<file path="src/rtl/latch_strobe_ctrl.sv">
// Write controller for a bank of level-sensitive D latches: holds data, strobes the
// enable with setup/hold margins, then reads the latches back and flags bad writes.
module latch_strobe_ctrl #(
  parameter int WIDTH     = 8,
  parameter int SETUP_CYC = 2,
  parameter int PULSE_CYC = 3,
  parameter int HOLD_CYC  = 2
) (
  input  logic             clk,
  input  logic             rst_n,
  input  logic             in_valid,
  output logic             in_ready,
  input  logic [WIDTH-1:0] in_data,
  output logic [WIDTH-1:0] latch_d,
  output logic             latch_en,
  input  logic [WIDTH-1:0] latch_q,
  output logic             done,
  output logic             mismatch,
  output logic [7:0]       err_count,
  input  logic             clr_err
);

  localparam logic [2:0] IDLE   = 3'd0;
  localparam logic [2:0] SETUP  = 3'd1;
  localparam logic [2:0] STROBE = 3'd2;
  localparam logic [2:0] HOLD   = 3'd3;
  localparam logic [2:0] CHECK  = 3'd4;

  localparam logic [7:0] SETUP_LD = 8'(SETUP_CYC);
  localparam logic [7:0] PULSE_LD = 8'(PULSE_CYC);
  localparam logic [7:0] HOLD_LD  = 8'(HOLD_CYC);

  logic [2:0] state;
  logic [7:0] cnt;
  logic       cnt_last;
  logic       check_fail;

  // A load of N expires on the Nth edge in the state, giving exactly N cycles.
  assign cnt_last   = (cnt == 8'd1);
  assign check_fail = (state == CHECK) && (latch_q != latch_d);

  always_ff @(posedge clk or negedge rst_n) begin
    if (!rst_n) begin
      state    <= IDLE;
      cnt      <= 8'd0;
      latch_d  <= '0;
      latch_en <= 1'b0;
      in_ready <= 1'b1;
      done     <= 1'b0;
    end else begin
      done <= 1'b0;
      case (state)
        IDLE: begin
          if (in_valid) begin
            latch_d  <= in_data;
            cnt      <= SETUP_LD;
            in_ready <= 1'b0;
            state    <= SETUP;
          end
        end
        SETUP: begin
          if (cnt_last) begin
            cnt      <= PULSE_LD;
            latch_en <= 1'b1;
            state    <= STROBE;
          end else begin
            cnt <= cnt - 8'd1;
          end
        end
        STROBE: begin
          if (cnt_last) begin
            cnt      <= HOLD_LD;
            latch_en <= 1'b0;
            state    <= HOLD;
          end else begin
            cnt <= cnt - 8'd1;
          end
        end
        HOLD: begin
          if (cnt_last) begin
            state <= CHECK;
          end else begin
            cnt <= cnt - 8'd1;
          end
        end
        CHECK: begin
          done     <= 1'b1;
          in_ready <= 1'b1;
          state    <= IDLE;
        end
        default: begin
          latch_en <= 1'b0;
          in_ready <= 1'b1;
          state    <= IDLE;
        end
      endcase
    end
  end

  // A failing readback beats a simultaneous clear, so the new error is never lost.
  always_ff @(posedge clk or negedge rst_n) begin
    if (!rst_n) begin
      mismatch  <= 1'b0;
      err_count <= 8'd0;
    end else if (check_fail) begin
      mismatch <= 1'b1;
      if (clr_err) begin
        err_count <= 8'd1;
      end else if (err_count != 8'hFF) begin
        err_count <= err_count + 8'd1;
      end
    end else if (clr_err) begin
      mismatch  <= 1'b0;
      err_count <= 8'd0;
    end
  end

endmodule

</file>
<file path="config.mk">
export PLATFORM = sky130hd
export DESIGN_NAME = latch_strobe_ctrl
export DESIGN_NICKNAME = d
export VERILOG_FILES = /design/src/rtl/latch_strobe_ctrl.sv
export SDC_FILE = /design/constraint.sdc
export NUM_CORES = 1
export LEC_CHECK = 0
export ABC_CLOCK_PERIOD_IN_PS = 1800
export CAP_MARGIN = 20
export CELL_PAD_IN_SITES_DETAIL_PLACEMENT = 2
export CELL_PAD_IN_SITES_GLOBAL_PLACEMENT = 2
export CORE_MARGIN = 1
export CORE_UTILIZATION = 30
export CTS_CLUSTER_DIAMETER = 200
export CTS_CLUSTER_SIZE = 40
export DETAILED_ROUTE_END_ITERATION = 12
export PLACE_DENSITY_LB_ADDON = 0.1
export RECOVER_POWER = 100
export SETUP_SLACK_MARGIN = 0.1
export SLEW_MARGIN = 20
export SYNTH_ARGS = -nofsm -noshare
export SYNTH_HDL_FRONTEND = slang
export SYNTH_SLANG_ARGS = --single-unit
</file>
<file path="constraint.sdc">
create_clock -name clk -period 1.8 [get_ports clk]
set_input_delay 0.27 -clock clk [delete_from_list [all_inputs] [get_ports clk]]
set_output_delay 0.27 -clock clk [all_outputs]
set_load 0.02 [all_outputs]
</file>
==> Word-level counts from Yosys, hierarchy flattened <==
Cells that the tools add are included.
{ "word_totals": {"elab_cells": 59, "regBits": 31, "output_inout_bits": 20, "in_bits": 20} }
{ "classes": {"n_addsub": 2, "bitwise_logic": 2, "reduce_logical": 13, "n_mux": 22, "eq_ne": 12} }
{ "op_table": {"columns": ["op", "count"], "rows": [
  ["$mux 8", 8],
  ["$pmux 8 s4", 1],
  ["$mux 3", 4],
  ["$pmux 3 s4", 1],
  ["$ne 2x2->1 const B", 5],
  ["$add 8x1->8 const B", 1],
  ["$eq 8x1->1 const B", 1],
  ["$ne 8x8->1", 1],
  ["$ne 8x8->1 const B", 1],
  ["$sub 8x1->8 const B", 1],
  ["$eq 3x2->1 const B", 2],
  ["$mux 1", 6],
  ["$reduce_and 2->1", 3],
  ["$reduce_and 3->1", 2],
  ["$reduce_or 3->1", 2],
  ["$reduce_and 4->1", 1],
  ["$reduce_bool 2->1", 2],
  ["$reduce_bool 4->1", 1],
  ["$eq 3x1->1 const B", 1],
  ["$eq 3x3->1 const B", 1],
  ["$logic_not 3->1", 1],
  ["$pmux 1 s3", 1],
  ["$not 1->1", 2],
  ["$pmux 1 s2", 1],
  ["$logic_and 1x1->1", 1]
]} }

==> Depth between registers and ports, before layout <==
{ "depth": {"ltp_word": 4, "depth_mapped": 7, "mapped_depth_nobuf": 7} }

==> Least setup slack after synthesis <==
No wires, ideal clock.
{ "synth_path": {"path_kind": "reg2reg", "startpoint": "register cnt[0]", "endpoint": "register cnt[4]", "setup_slack_ns": 0.142, "n_path_buf": 0, "path_stages_with_launch": 7, "arrival_time_ns": 1.581, "synth_period_minus_slack_ns": 1.658, "setup_time_ns": 0.077, "path_cell_list": "dfrtp_1 ha_1 and2_1 nand4_1 nand3_1 or4_1 a21oi_1"} }
{ "synth_between": {"elab_chain_cells": 3, "elab_cells_between_ends": 8, "classes_between": "add/sub: 1; eq/ne: 2; mux: 4; reduce/logical: 1"} }
{ "synth_lines": {"columns": ["element", "line_no", "source"], "rows": [
  ["start, declared", "34", "logic [7:0] cnt;"],
  ["start signal, assigned", "67", "cnt <= cnt - 8'd1;"],
  ["start signal, assigned", "76", "cnt <= cnt - 8'd1;"],
  ["start signal, assigned", "83", "cnt <= cnt - 8'd1;"],
  ["$sub 8x1->8 / $eq 8x1->1 (equally long branches)", null, null],
  ["$mux 8 (tied with other cells)", "80", "if (cnt_last) begin"],
  ["$pmux 8 s4 / $reduce_and 3->1 (equally long branches)", null, null]
]} }
Several ways; a longest one is shown, not always the timed one. The select of a mux whose other input is x is not followed.
A chain may end at the register's enable or synchronous reset.

==> Worst setup path after layout <==
{ "layout_path": {"startpoint": "register state[1]", "endpoint": "register err_count[7]"} }
{ "layout_between": {"elab_chain_cells": 4, "elab_cells_between_ends": 5, "classes_between": "eq/ne: 1; mux: 1; reduce/logical: 3"} }
{ "layout_lines": {"columns": ["element", "line_no", "source"], "rows": [
  ["start, declared", "33", "logic [2:0] state;"],
  ["start signal, assigned", "44", "state <= IDLE;"],
  ["start signal, assigned", "58", "state <= SETUP;"],
  ["start signal, assigned", "65", "state <= STROBE;"],
  ["$eq 3x3->1 *", "40", "assign check_fail = (state == CHECK) && (latch_q != latch_d);"],
  ["$logic_and 1x1->1 *", "40", null],
  ["$reduce_bool 2->1 (no line)", null, null],
  ["$reduce_and 2->1 (no line)", null, null],
  ["end signal, assigned", "110", "err_count <= err_count + 8'd1;"],
  ["end, declared", "19", "output logic [7:0] err_count,"]
]} }
Mark *: on every way between the ends. The rest lies on a longest branch, timed or not.

==> metrics <==
outcome completed; chip height 75.81 µm; setup TNS 0 ns; measured slew at the worst slew-check pin 0.8141 ns; ant diodes 0; synth unique cells 44; deepest clock path buffer count 2; All-Layer GR Usage 17.68%; commonest cells after routing, fill and taps aside 28 x dfrtp_1, 24 x clkdlybuf4s50_1, 21 x buf_4; critical-path maximum fanout 7; DRT iter0 DRCs 43; Post-synth top flop dfrtp_1; FF-to-FF path depth 5; Post-Route WL 4806 µm; HP Start in_ready; max-slew violation count 0; CP max stage delay 0.49 ns; final clock skew 0.004222 ns; FP Rows 26; clk_lat worst skew 0.28 ns; Max Fclk 0.6023 GHz; IO buf count 39; fin nets 251; Syn Nets 183; final worst slack 0.1398 ns; worst path cell trace nor3_4 -> buf_6 -> o21ai_2 -> or4_4 -> a21oi_2; synthesized area 0.001634 mm²; Reg2Reg Capture Point err_count[7]; routed len/inst 16.07 µm; share of post-route cells with drive strength above 1 25.33%; Remaining DRCs 0; Hold EP in_ready; hold buffer count at cts 0; Setup CP Type reg2reg; TritonRoute pass-1 iters 3; Max VDD drop 0.2697 mV; full die area 0.005746 mm²; EDFF count, synth 0; reg2reg start state[1]; Via Count 1501; Worst-path clk slew 0.07 ns; grt total ovfl 0; commonest non-fill, non-tap cell in the layout dfrtp_1; startpoint types flip-flop; P per Cell Area 540.1 mW/mm²; largest net degree at the start of global routing 32; #FFs+latches synth 31; initial antenna violation count 0; vias per cell 5.020; I/O pin count 40; main area contributors after synthesis dfrtp_1 46%, mux2_2 5.5%, xnor2_1 4.3%; worst slack, placed -0.1579 ns; post-route antenna net violation count 0; Slowest cell on crit path or4_4; worst hold slack 0.4586 ns; Chip Width 75.81 µm; initial core utilization 31.59%; worst endpoint data arrival time 1.87 ns; vias in the first global route 1579; min cycle time layout 1.660 ns; reg2reg setup slack 0.14 ns; Final Cycle Share 92.23%; Num Clock Sinks 31; Fill cells 535; Mapped Cells 160; HP Class reg2reg; required time of the critical path 2.01 ns; leakage power 1.014 nW; RSZ-0062 raised after global routing yes; CTS tree built; Num CTS Buffers 5; Final Setup Violations 0; worst hold path depth 2; biggest area consumer among synthesized cells dfrtp_1; Max Cap Viol 0; sequential share of the synthesized area 47.55%; Yosys warnings 0; Area Growth Syn to Fin 47.24%; Layout Cells excl Fill 299; CTS root buf clkbuf_8; total power 1.300 mW; top-area cell type share of the netlist area 45.94%; HPWL Detailed 3307 µm; Setup crit end kind flip-flop; first-pass GRT wire length 7479 µm; core area 0.005172 mm²; gp weighted congestion 0.8057; Fin. Hold Viols 0; slew margin rel. 45.73%; Placed Cells 276; async set-or-reset flop fraction in the synthesized netlist 100.0%; H-tree depth 2; Mean Syn Cell Area 10.21 µm²
-- area by class of cell --
class                      instances  area (µm²)  share of cell area [%]
clock buffer                       8       80.08                   3.328
inverter                           7       28.78                   1.196
multi-input combinational        117       834.6                   34.69
sequential                        31       779.5                   32.40
tap                               70       87.58                   3.640
timing repair buffer              66       595.6                   24.75
-- sequential cells by signal, summed over array words and instances, names as in the netlist --
register / flops
in_ready: 1
done: 1
latch_d: 8
cnt: 8
latch_en: 1
mismatch: 1
state: 3
err_count: 8
-- synthesized netlist by cell type, types with 4 or more instances --
cell	count
nand2_1	8
xor2_1	5
or4_1	4
nand3_1	4
o31ai_1	4
a21oi_1	10
mux2_2	8
xnor2_1	8
nor2_1	13
nand4_1	7
nor3_1	4
dfrtp_1	30
o21ai_0	8
nor2b_1	5
inv_1	6
-- cells by family (layout without fill, tap and decap cells) --
family,after synthesis,in the layout,share of synthesized area [%]
compound gates,34,35,12.79
buf+inv,13,81,4.134
xor+xnor,13,13,6.968
flops,31,31,47.55
mux,9,9,6.126
simple gates,57,57,20.14
fa+ha+maj,3,3,2.297
-- how the worst max path moves through the flow --
stage | slack, ns | from | endpoint
2_1_floorplan | 0.14 | cnt[0] | cnt[4]
3_3_place_gp | -0.09 | latch_q[3] | err_count[7]
3_5_place_dp | -0.16 | latch_q[3] | err_count[6]
4_1_cts | 0.10 | state[1] | err_count[6]
5_1_grt | 0.006 | latch_d[7] | err_count[2]
6_report | 0.14 | state[1] | err_count[7]
-- metal layers --
layer | vias to the layer above | track usage (%) | routed length (µm)
li1 | 711 | - | -
met1 | 754 | 20.92 | 1942
met2 | 27 | 31.17 | 2615
met3 | 9 | 3.836 | 181
met4 | 0 | 6.790 | 67
met5 | - | 0 | 0
-- where the power goes --
| group | total (mW) | internal [mW] | switching [mW] | leakage [nW] |
|---|---|---|---|---|
| logic | 0.0754 | 0.0438 | 0.0316 | 0.561 |
| registers | 0.697 | 0.697 | 0.0000000000000000443 | 0.414 |
| clock network | 0.527 | 0.274 | 0.253 | 0.0395 |
| total | 1.30 | 1.02 | 0.284 | 1.01 |
-- timing repair --
action,CTS,global route
resized for setup,3,15
endpoints found under the setup margin,8,24
cloned,0,1
pin swaps,2,13
buffers inserted,5,9
-- worst max-delay path: cells and delay by family, from the launching register on --
family	cells	cell delay [ns]
AO/OA/AOI/OAI	2	0.23
buffers and inverters	1	0.14
flip-flops	1	0.47
AND/OR/NAND/NOR	2	0.74
-- through the flow --
step | util, % | cell area, µm²
2_1_floorplan | - | 1634
3_3_place_gp | 42.21 | 2183
3_5_place_dp | 42.21 | 2183
4_1_cts | 44.63 | 2308
5_1_grt | 46.52 | 2406
6_report | 46.52 | 2406
Power figures use the tool's default switching activity.
